<file path="config.mk">
export PLATFORM = sky130hd
export DESIGN_NAME = fb_arbiter
export DESIGN_NICKNAME = d
export VERILOG_FILES = /design/src/rtl/fb_arbiter.sv
export SDC_FILE = /design/constraint.sdc
export NUM_CORES = 1
export LEC_CHECK = 0
export BUFFER_PORTS_ARGS = -buffer_cell sky130_fd_sc_hd__buf_2
export CAP_MARGIN = 10
export CORE_MARGIN = 5
export CORE_UTILIZATION = 50
export CTS_CLUSTER_SIZE = 20
export DETAILED_ROUTE_END_ITERATION = 10
export GPL_TIMING_DRIVEN = 0
export PLACE_DENSITY = 0.72
export SYNTH_ARGS = -nofsm -noshare
export SYNTH_HDL_FRONTEND = slang
export SYNTH_SLANG_ARGS = --single-unit
</file>
<file path="constraint.sdc">
create_clock -name CLOCK_25 -period 3.2 [get_ports CLOCK_25]
set_clock_uncertainty 0.1 [all_clocks]
set_input_delay 0.32 -clock CLOCK_25 [delete_from_list [all_inputs] [get_ports CLOCK_25]]
set_output_delay 0.32 -clock CLOCK_25 [all_outputs]
set_load 0.01 [all_outputs]
</file>
<file path="src/rtl/fb_arbiter.sv">
// Framebuffer arbiter: VGA scanout reads, buffered writer requests and a
// full-screen clear engine sharing one single-port video RAM.
module fb_arbiter #(
  parameter int FB_W        = 160,
  parameter int FB_H        = 120,
  parameter int SCALE_SHIFT = 2,
  parameter int FIFO_DEPTH  = 4,
  parameter int ADDR_W      = 15
) (
  input  logic              CLOCK_25,
  input  logic              rst_n,
  input  logic [9:0]        disp_x,
  input  logic [9:0]        disp_y,
  input  logic              disp_active,
  output logic [7:0]        R_out,
  output logic [7:0]        G_out,
  output logic [7:0]        B_out,
  input  logic              wr_valid,
  output logic              wr_ready,
  input  logic [7:0]        wr_x,
  input  logic [6:0]        wr_y,
  input  logic [7:0]        wr_data,
  input  logic              clr_req,
  input  logic [7:0]        clr_color,
  output logic              busy,
  output logic              clr_done,
  output logic [ADDR_W-1:0] mem_addr,
  output logic              mem_we,
  output logic [7:0]        mem_wdata,
  input  logic [7:0]        mem_rdata
);

  localparam int PW     = $clog2(FIFO_DEPTH);
  localparam int LAST_I = FB_W * FB_H - 1;
  localparam int SS     = SCALE_SHIFT;
  localparam logic [ADDR_W-1:0] LAST = LAST_I[ADDR_W-1:0];
  localparam logic [PW:0]       FULL_N = FIFO_DEPTH[PW:0];
  localparam logic [7:0]        W8 = FB_W[7:0];
  localparam logic [6:0]        H7 = FB_H[6:0];

  typedef enum logic {IDLE, CLEAR} state_t;
  state_t state_q, state_d;

  // y*160 + x built from shifts, fixed to the 160-word row pitch
  function automatic logic [ADDR_W-1:0] fb_addr(
    input logic [7:0] x,
    input logic [7:0] y
  );
    logic [ADDR_W-1:0] ye;
    ye = ADDR_W'(y);
    return (ye << 7) + (ye << 5) + ADDR_W'(x);
  endfunction

  logic              act_q1, act_q2, rd_q;
  logic [7:0]        pix_q;
  logic              rd_slot;
  logic [ADDR_W-1:0] rd_addr, last_q;
  logic [7:0]        clr_color_q;
  logic [ADDR_W-1:0] clr_addr_q;
  logic              clr_done_q, clr_last;

  logic [22:0]       fifo_q [FIFO_DEPTH];
  logic [PW-1:0]     rd_ptr, wr_ptr;
  logic [PW:0]       cnt;
  logic              push, pop, full;
  logic [7:0]        hx, hd;
  logic [6:0]        hy;
  logic              in_range;

  assign rd_slot = disp_active && (disp_x[1:0] == 2'd0 || !act_q1);
  assign rd_addr = fb_addr(8'(disp_x >> SS), 8'(disp_y >> SS));

  assign full     = (cnt == FULL_N);
  assign wr_ready = !full && state_q == IDLE;
  assign push     = wr_valid && wr_ready;
  assign pop      = !rd_slot && state_q == IDLE && cnt != '0;
  assign {hx, hy, hd} = fifo_q[rd_ptr];
  assign in_range = (hx < W8) && (hy < H7);

  assign busy     = (state_q == CLEAR);
  assign clr_done = clr_done_q;

  assign R_out = act_q2 ? {pix_q[7:5], pix_q[7:5], pix_q[7:6]} : 8'h00;
  assign G_out = act_q2 ? {pix_q[4:2], pix_q[4:2], pix_q[4:3]} : 8'h00;
  assign B_out = act_q2 ? {4{pix_q[1:0]}} : 8'h00;

  always_comb begin
    state_d   = state_q;
    clr_last  = 1'b0;
    mem_addr  = last_q;
    mem_we    = 1'b0;
    mem_wdata = 8'h00;
    if (rd_slot) begin
      mem_addr = rd_addr;
    end else if (state_q == CLEAR) begin
      mem_addr  = clr_addr_q;
      mem_we    = 1'b1;
      mem_wdata = clr_color_q;
      if (clr_addr_q == LAST) begin
        state_d  = IDLE;
        clr_last = 1'b1;
      end
    end else if (cnt != '0) begin
      mem_addr  = fb_addr(hx, {1'b0, hy});
      mem_we    = in_range;
      mem_wdata = hd;
    end
    if (state_q == IDLE && clr_req) state_d = CLEAR;
    if (!rst_n) begin
      mem_addr = '0;
      mem_we   = 1'b0;
    end
  end

  always_ff @(posedge CLOCK_25 or negedge rst_n) begin
    if (!rst_n) begin
      state_q     <= IDLE;
      act_q1      <= 1'b0;
      act_q2      <= 1'b0;
      rd_q        <= 1'b0;
      pix_q       <= 8'h00;
      last_q      <= '0;
      clr_color_q <= 8'h00;
      clr_addr_q  <= '0;
      clr_done_q  <= 1'b0;
      rd_ptr      <= '0;
      wr_ptr      <= '0;
      cnt         <= '0;
    end else begin
      state_q    <= state_d;
      act_q1     <= disp_active;
      act_q2     <= act_q1;
      rd_q       <= rd_slot;
      last_q     <= mem_addr;
      clr_done_q <= clr_last;
      if (rd_q) pix_q <= mem_rdata;
      if (state_q == IDLE && clr_req) begin
        clr_color_q <= clr_color;
        clr_addr_q  <= '0;
      end else if (state_q == CLEAR && !rd_slot) begin
        clr_addr_q <= clr_addr_q + 1'b1;
      end
      if (push) wr_ptr <= wr_ptr + 1'b1;
      if (pop)  rd_ptr <= rd_ptr + 1'b1;
      if (push && !pop)      cnt <= cnt + 1'b1;
      else if (pop && !push) cnt <= cnt - 1'b1;
    end
  end

  always_ff @(posedge CLOCK_25) begin
    if (push) fifo_q[wr_ptr] <= {wr_x, wr_y, wr_data};
  end

endmodule

</file>
Yosys cells after proc, flatten, opt, wreduce, memory -nomap -nowiden
Memories as Yosys holds them, arrays and structs flattened.
Cells that the tools add are included.
{"block": "totals", "in_bits": 64, "n_memories": 1, "word_cells": 75, "register_bits": 58, "ram_bits": 92, "out_inout_bits": 51}
{"block": "classes", "n_addsub": 9, "bitwise_logic": 1, "magnitude_cmp": 2, "n_reduce_logical": 20, "mux": 27, "eq_ne": 3}
{"name": "fifo_q", "depth": 4, "word_bits": 23, "rd": 1, "rd_ports_with_merged_regs": 0, "wr": 1, "line_no": "62", "text": "logic [22:0] fifo_q [FIFO_DEPTH];"}
{"operator": "$mux 15", "n": 6}
{"operator": "$mux 8", "n": 6}
{"operator": "$add 15x8->15", "n": 2}
{"operator": "$add 14x12->15", "n": 1}
{"operator": "$add 15x1->15 const B", "n": 1}
{"operator": "$add 15x13->15", "n": 1}
{"operator": "$eq 15x15->1 const B", "n": 1}
{"operator": "$mux 1", "n": 13}
{"operator": "$logic_and 1x1->1", "n": 10}
{"operator": "$lt 8x8->1 const B", "n": 1}
{"operator": "$lt 7x7->1 const B", "n": 1}
{"operator": "$mux 3", "n": 2}
{"operator": "$logic_not 1->1", "n": 5}
{"operator": "$add 2x1->2 const B", "n": 2}
{"operator": "$reduce_bool 2->1", "n": 2}
{"operator": "$add 3x1->3 const B", "n": 1}
{"operator": "$eq 3x3->1 const B", "n": 1}
{"operator": "$reduce_bool 3->1", "n": 1}
{"operator": "$sub 3x1->3 const B", "n": 1}
{"operator": "$logic_not 2->1", "n": 1}
{"operator": "$ne 2x1->1 const B", "n": 1}
{"operator": "$logic_or 1x1->1", "n": 1}
{"operator": "$not 1->1", "n": 1}

Longest topological paths before layout
Gate-level depths: netlist of run 1.
{"block": "depth", "word_depth": 9, "ltp_mapped": 13, "ltp_nobuf": 10}

Least setup slack after synthesis of run 1
OpenSTA, ideal clock, no wires.
{"block": "synth_timing", "path_kind": "register -> output", "from": "reg rd_ptr[0]", "to": "out mem_addr[10]", "required_time_ps": 2780, "stages_incl_launch_ff": 13, "setup_slack_ps": -481, "t_arrival_ps": 3261, "n_path_buf": 3, "path_cell_list": "dfrtp_1 > buf_6 > buf_6 > buf_6 > mux4_2 > inv_1 > fa_1 > fa_1 > nor2b_1 > o21ai_0 > a211oi_1 > a211oi_1 > o32ai_1"}
{"block": "synth_between", "elab_chain_cells": 7}
{"item": "from (decl)", "line_no": "63", "text": "logic [PW-1:0] rd_ptr, wr_ptr;"}
{"item": "from (signal assigned)", "line_no": "144", "text": "if (pop) rd_ptr <= rd_ptr + 1'b1;"}
{"item": "$mem_v2 4x23 (*)"}
{"item": "$add 14x12->15", "line_no": "51", "text": "return (ye << 7) + (ye << 5) + ADDR_W'(x);"}
{"item": "$add 15x8->15 (*)", "line_no": "51"}
{"item": "$mux 15 (*)", "line_no": "103", "text": "end else if (cnt != '0) begin"}
{"item": "$mux 15 (*)", "line_no": "95", "text": "end else if (state_q == CLEAR) begin"}
{"item": "$mux 15 (*)", "line_no": "93", "text": "if (rd_slot) begin"}
{"item": "$mux 15 (*)", "line_no": "109", "text": "if (!rst_n) begin"}
{"item": "to (decl)", "line_no": "27", "text": "output logic [ADDR_W-1:0] mem_addr,"}
Every way passes the cells marked *; elsewhere a longest branch is shown, timed or not.

Worst setup path after layout of run 1
{"block": "layout_timing", "from": "reg rd_ptr[0]", "to": "out mem_addr[12]"}
Same word-level chain as after synthesis.

==> impl_metrics.tcl, run 1 <==
set metrics [dict create \
    cp-startpoint "rd_ptr[0]$_DFFE_PN0P_" \
    row_count 44 \
    synth_top_cell_by_area "edfxtp_1" \
    synth-seq-area-share 0.574 \
    drtPass1Iterations 4 \
    cts_buffer_depth 2 \
    pwr-share-seq 0.369 \
    critPathMaxStageDelay_ns 0.54 \
    cts-root-buf "clkbuf_16" \
    min_period_ns 4.05 \
    dpl_cell_area_mm2 0.00826 \
    die_y_um 131 \
    p_int_mw 4.34 \
    dieArea_mm2 0.0172 \
    ios 115 \
    wl_per_cell_um 18.6 \
    relSlewSlack 0.202 \
    synth.most_common_cell "edfxtp_1" \
    core_area_mm2 0.0145 \
    violations "negative setup slack" \
    synth_top_area_share 0.376 \
    critPathSlowestCell "mux4_2" \
    fmax_mhz 247 \
    critical_path.cell_chain "buf_12 > buf_12 > mux4_2 > inv_2 > fa_2 > fa_2 > nor2b_4 > o31a_1 > o21ai_1 > a211o_1 > a31oi_4 > buf_6" \
    port_buffers 112 \
    ys_ff_latch 150 \
    pwr-share-clk 0.330 \
    rsz0062_at_grt "yes" \
    place_congestion 0.854 \
    antenna_found_initial 2 \
    area_growth_syn_to_layout_pct 29.2 \
    cp-end-kind "output port" \
    switching_share 0.293 \
    ir_worst_vdd_mv 0.482 \
    p_comb_frac 0.301 \
    synth_warnings 0 \
    drt-initial-drc-count 316 \
    synth_area_leaders "edfxtp_1 (38%), dfrtp_1 (20%), mux4_2 (7.1%), ha_1 (5.8%), nand2_1 (3.6%)" \
    worstPathMaxFanout 4 \
    power_leakage_nw 3.99 \
    max_cap_viol_count 0 \
    fin_area_mm2 0.00948 \
    chipWidth_um 131 \
    nets 836 \
    grt_max_degree 35 \
    required_ns 2.78 \
    synth_cell_type_count 60 \
    run_status "finished, violations left" \
    syn_inst 554 \
    cellPowerDensity_mw_per_mm2 648 \
    regToRegStartpoint "rd_ptr[0]$_DFFE_PN0P_" \
    grt_pass1_vias 5235 \
    grt_use_total 0.203 \
    initial_core_util 0.507 \
    hpwl_um 11600 \
    vias 5126 \
    wl_um 17300 \
    setup_viol_count_final 12 \
    worstHoldPathType "in -> reg" \
    insertion_delay_ns 0.43 \
    path_clk_slew_ns 0.06 \
    cts_tree "done" \
    path_class "reg -> out" \
    grt_first_pass_wirelength_um 27900 \
    fin_util 0.655 \
    whs_ns 0.0170 \
    finalPower_mw 6.14 \
    worstMarginPinSlew_ns 1.20 \
    syn_nets 657 \
    hold_viol 0 \
    numCtsBuffers 17 \
    grt_overflow_total 0 \
    htree_levels 4 \
    period_share 1.27 \
    holdCritStartpoint "wr_data[7]" \
    startpoint_type "flop" \
    synth.avg_cell_area_um2 13.2 \
    synth_edf_count 92 \
    power_switching_mw 1.80 \
    viasPerCell 5.51 \
    slew_violations 0 \
    setup_ws_ns -0.854 \
    syn-cell-area_mm2 0.00734 \
    ys_async_sr_fraction 0.387 \
    layout-drive-gt1-share 0.363 \
    synth_flop_cell "edfxtp_1" \
    worstPathArrival_ns 3.63 \
    cts.sinks 150 \
    diodes 0 \
    postRouteAntennaNets 0 \
    drc 0 \
    ys_top_cells_by_count "edfxtp_1 (92), nand2_1 (71), dfrtp_1 (58)" \
]
-- cell type report --
cell class | count | area [um^2]
inverter | 22 | 85.1
buffer | 37 | 263
sequential | 150 | 4220
clock inverter | 11 | 151
timing repair buffer | 161 | 1080
fill | 1051 | 5000
tap | 184 | 230
multi-input combinational | 344 | 3010
clock buffer | 21 | 440
-- kinds of logic after synthesis --
| group | share of synthesized area |
|---|---|
| AOI/OAI and AO/OA | 0.0931 |
| xor gates and xnor gates | 0.0179 |
| adders and majority gates | 0.0716 |
| buffers and inverters | 0.0445 |
| DFF | 0.574 |
| muxes | 0.104 |
| and+or+nand+nor | 0.0950 |
-- through the flow --
stage               setup WS (ns)  TNS (ns)  std cells
floorplan                  -0.261    -0.598        554
global placement           -0.833     -7.45        850
detailed placement         -0.862     -8.27        851
CTS                        -0.937     -7.42        924
global route               -0.970     -8.11        930
finish                     -0.854     -6.42        930
-- state kept, by name, indices dropped and copies added, names as in the netlist --
signal / flops
act_q1: 1
act_q2: 1
busy: 1
clr_addr_q: 15
clr_color_q: 8
clr_done: 1
cnt: 3
fifo_q: 92
last_q: 15
pix_q: 8
rd_ptr: 2
rd_q: 1
wr_ptr: 2
-- what timing repair did --
action	CTS	global route
hold endpoints to repair	86	0
hold buffers	24	0
resized for setup	25	10
pin swaps	21	17
buffers inserted	17	4
endpoints found under the setup margin	18	19
-- worst max-delay path, delay by kind of cell (launching register included) --
kind / cells / cell delay [ns]
adders and majority gates: 2 / 0.86
and+or+nand+nor: 1 / 0.16
AOI/OAI and AO/OA: 4 / 0.80
DFF: 1 / 0.40
muxes: 1 / 0.54
buffers and inverters: 4 / 0.45
-- power by group through the flow --
stage | Combinational (mW) | Sequential, mW | Clock (mW)
final | 1.85 | 2.27 | 2.03
after global routing | 2.03 | 2.28 | 2.13
after CTS | 1.76 | 2.26 | 2.06
after detailed placement | 1.52 | 2.30 | 0
after global placement | 1.46 | 2.29 | 0
after floorplan | 1.11 | 2.27 | 0
-- placed cells by master (no fill, tap or decap), types with 6 or more instances in the layout --
cell type      count
a211oi_2           7
a22o_1             8
and2_1             9
buf_2            117
buf_4             33
buf_6              8
clkbuf_1          13
clkbuf_16         18
dfrtp_1           57
dlygate4sd3_1     24
edfxtp_1          92
ha_1              26
ha_4               7
inv_1             15
inv_2              6
mux2_2            10
mux2i_1           12
mux4_2            23
nand2_1           71
nand4_1            7
nor2_1            21
nor3_1             7
o21ai_0           17
o21ai_1           10
xnor2_1            6
xor2_1             9
-- worst paths after layout --
check | slack [ns] | endpoint | cells past startpoint
worst min register to register | 0.30 | act_q2$_DFF_PN0_ | 0
min in group asynchronous | 0.37 | last_q[11]$_DFF_PN0_ | 2
max in group asynchronous | 1.97 | rd_ptr[1]$_DFFE_PN0P_ | 3
worst min-delay path | 0.02 | fifo_q[1][7]$_DFFE_PP_ | 1
worst max-delay path | -0.85 | mem_addr[12] | 12
worst max register to register | -0.19 | last_q[10]$_DFF_PN0_ | 13
-- per-layer routing --
layer  global-route usage  share of wire  up-vias  wire length [um]
met5                    0         0.0012        -                21
met4               0.0560          0.010        4               177
met3               0.0657          0.074       20              1270
met2                0.334           0.49      186              8520
met1                0.261           0.42     2516              7270
li1                     -              -     2400                 -
(Power assumes the default switching activity.)
==> inputs of run 2 (changes only) <==
--- a/config.mk
+++ b/config.mk
@@ -13,6 +13,8 @@
 export DETAILED_ROUTE_END_ITERATION = 10
 export GPL_TIMING_DRIVEN = 0
 export PLACE_DENSITY = 0.72
+export SKIP_LAST_GASP = 1
+export SLEW_MARGIN = 40
 export SYNTH_ARGS = -nofsm -noshare
 export SYNTH_HDL_FRONTEND = slang
 export SYNTH_SLANG_ARGS = --single-unit
==> constraint.sdc (replaced) <==
create_clock -name CLOCK_25 -period 3.2 [get_ports CLOCK_25]
set_clock_uncertainty 0.1 [all_clocks]
set_input_delay 0.64 -clock CLOCK_25 [delete_from_list [all_inputs] [get_ports CLOCK_25]]
set_output_delay 0.64 -clock CLOCK_25 [all_outputs]
set_load 0.01 [all_outputs]
==> run 2 against run 1 <==
  * The flow still finishes with violations (negative setup slack)
  * Register-to-register slack got worse by 0.06 ns
  * First-iteration DRC count up 4.1%
  * Design area decreased by 2.7%
  * Routed wire length fell by 0.96%
  * Worst hold slack better by 0.075 ns
  * Combinational power hardly changed
  * Global-route usage decreased by 0.72 points
  * Worst setup slack lost 0.34 ns
  * Largest power group unchanged
==> impl_metrics.tcl, run 2 (synthesized netlist as in run 1, its figures left out) <==
set metrics [dict create \
    power_leakage_nw 3.90 \
    die_y_um 131 \
    drc 0 \
    startpoint_type "flop" \
    layout-drive-gt1-share 0.393 \
    hold_viol 0 \
    final_common_cell "buf_2" \
    cts.sinks 150 \
    dp.cells 850 \
    path_clk_slew_ns 0.06 \
    htree_levels 4 \
    largest_registers "fifo_q x92, clr_addr_q x15, last_q x15" \
    critical_path.cell_chain "buf_12 > buf_12 > mux4_2 > ha_4 > ha_4 > inv_2 > fa_2 > nor2b_4 > o31a_1 > o21ai_1 > a211o_1 > a31oi_4 > buf_2" \
    ir_worst_vdd_mv 0.364 \
    cp-end-kind "output port" \
    core_area_mm2 0.0145 \
    hpwl_um 11700 \
    grt_max_degree 65 \
    critPathTopFamily "adder cells" \
    dieArea_mm2 0.0172 \
    fin_area_mm2 0.00923 \
    rsz0062_at_grt "yes" \
    initial_core_util 0.507 \
    dp_slack_ns -1.24 \
    run_status "finished, violations left" \
    viasPerCell 5.60 \
    worstMarginPinSlew_ns 0.764 \
    setup_ws_ns -1.19 \
    finalPower_mw 6.02 \
    diodes 0 \
    ios 115 \
    worstPathArrival_ns 3.65 \
    reg2reg_slack_ns -0.25 \
    grt_pass1_vias 5196 \
    regToRegStartpoint "rd_ptr[0]$_DFFE_PN0P_" \
    cts_tree "done" \
    antenna_found_initial 0 \
    nets 820 \
    cts_hold_buf 0 \
    grt_first_pass_wirelength_um 26700 \
    max_cap_viol_count 0 \
    insertion_delay_ns 0.42 \
    numCtsBuffers 17 \
    reg2reg_to "last_q[12]$_DFF_PN0_" \
    relSlewSlack 0.488 \
    wl_um 17100 \
    fmax_mhz 228 \
    place_congestion 0.829 \
    worstPathMaxFanout 7 \
    mostFrequentLayoutCells "buf_2 (117), edfxtp_1 (92), nand2_1 (71)" \
    drt-initial-drc-count 329 \
    area_growth_syn_to_layout_pct 25.7 \
    min_period_ns 4.39 \
    period_share 1.37 \
    grt_overflow_total 0 \
    worstHoldPathType "in -> async" \
    row_count 44 \
    critPathSlowestCell "mux4_2" \
    setup_viol_count_final 16 \
    critPathMaxStageDelay_ns 0.55 \
    cts-root-buf "clkbuf_16" \
    cellPowerDensity_mw_per_mm2 652 \
    path_class "reg -> out" \
    wl_per_cell_um 18.7 \
    required_ns 2.46 \
    reg2reg_depth 14 \
    regMostFlops "fifo_q" \
    slew_violations 0 \
    cts_buffer_depth 2 \
    drtPass1Iterations 5 \
    final_cells 914 \
    largest_reg_flops 92 \
    postRouteAntennaNets 0 \
    vias 5114 \
    port_buffers 112 \
    grt_use_total 0.196 \
    chipWidth_um 131 \
    dpl_cell_area_mm2 0.00825 \
    violations "negative setup slack" \
    crit_buf_inv 4 \
]
[run 2: changes by cell type in the layout (fill, tap and decap cells not counted), moves of 3 or more]
cell,before,now
and3_2,0,4
clkbuf_1,13,8
buf_6,8,13
inv_6,3,0
and3_1,5,1
clkinvlp_4,1,4
dlygate4sd3_1,24,0
buf_4,33,40
[run 2: worst max-delay path by stage]
stage | cells past startpoint | to | start
after floorplan | 11 | mem_addr[12] | rd_ptr[0]$_DFFE_PN0P_
after global placement | 12 | mem_addr[12] | rd_ptr[1]$_DFFE_PN0P_
after detailed placement | 12 | mem_addr[12] | rd_ptr[1]$_DFFE_PN0P_
after CTS | 13 | mem_addr[12] | rd_ptr[0]$_DFFE_PN0P_
after global routing | 12 | mem_addr[12] | rd_ptr[0]$_DFFE_PN0P_
final | 13 | mem_addr[12] | rd_ptr[0]$_DFFE_PN0P_
[run 2: what timing repair did]
action	in CTS	in global routing
pin swaps	9	15
gates resized for setup	16	24
buffers inserted	15	20
endpoints found under the setup margin	20	28
[run 2: routing by layer]
| layer | part of all wire | wire [um] | track usage |
|---|---|---|---|
| met5 | 0 | 0 | 0 |
| met4 | 0.025 | 432 | 0.0739 |
| met3 | 0.073 | 1260 | 0.0619 |
| met2 | 0.49 | 8420 | 0.324 |
| met1 | 0.41 | 6990 | 0.242 |
[run 2: cell type report]
class	count	area (um^2)
fillers	1085	5250
clock inverters	12	105
clock buffers	20	457
well taps	184	230
repair buffers	145	863
inverters	22	82.6
flip-flops and latches	150	4220
multi-input cells	344	3010
plain buffers	37	265
[run 2: where the power goes]
| group | total [mW] | internal, mW | switching, mW |
|---|---|---|---|
| combinational | 1.88 | 0.967 | 0.911 |
| sequential | 2.26 | 2.17 | 0.0992 |
| clock | 1.87 | 1.10 | 0.770 |
[run 2: per-stage QoR]
stage / hold slack, ns / setup TNS [ns] / utilization
2_1_floorplan: 0.244 / -2.99 / -
3_3_place_gp: 0.278 / -11.73 / 0.569
3_5_place_dp: 0.286 / -11.36 / 0.570
4_1_cts: 0.229 / -9.59 / 0.622
5_1_grt: 0.125 / -12.08 / 0.637
6_report: 0.0921 / -9.98 / 0.637
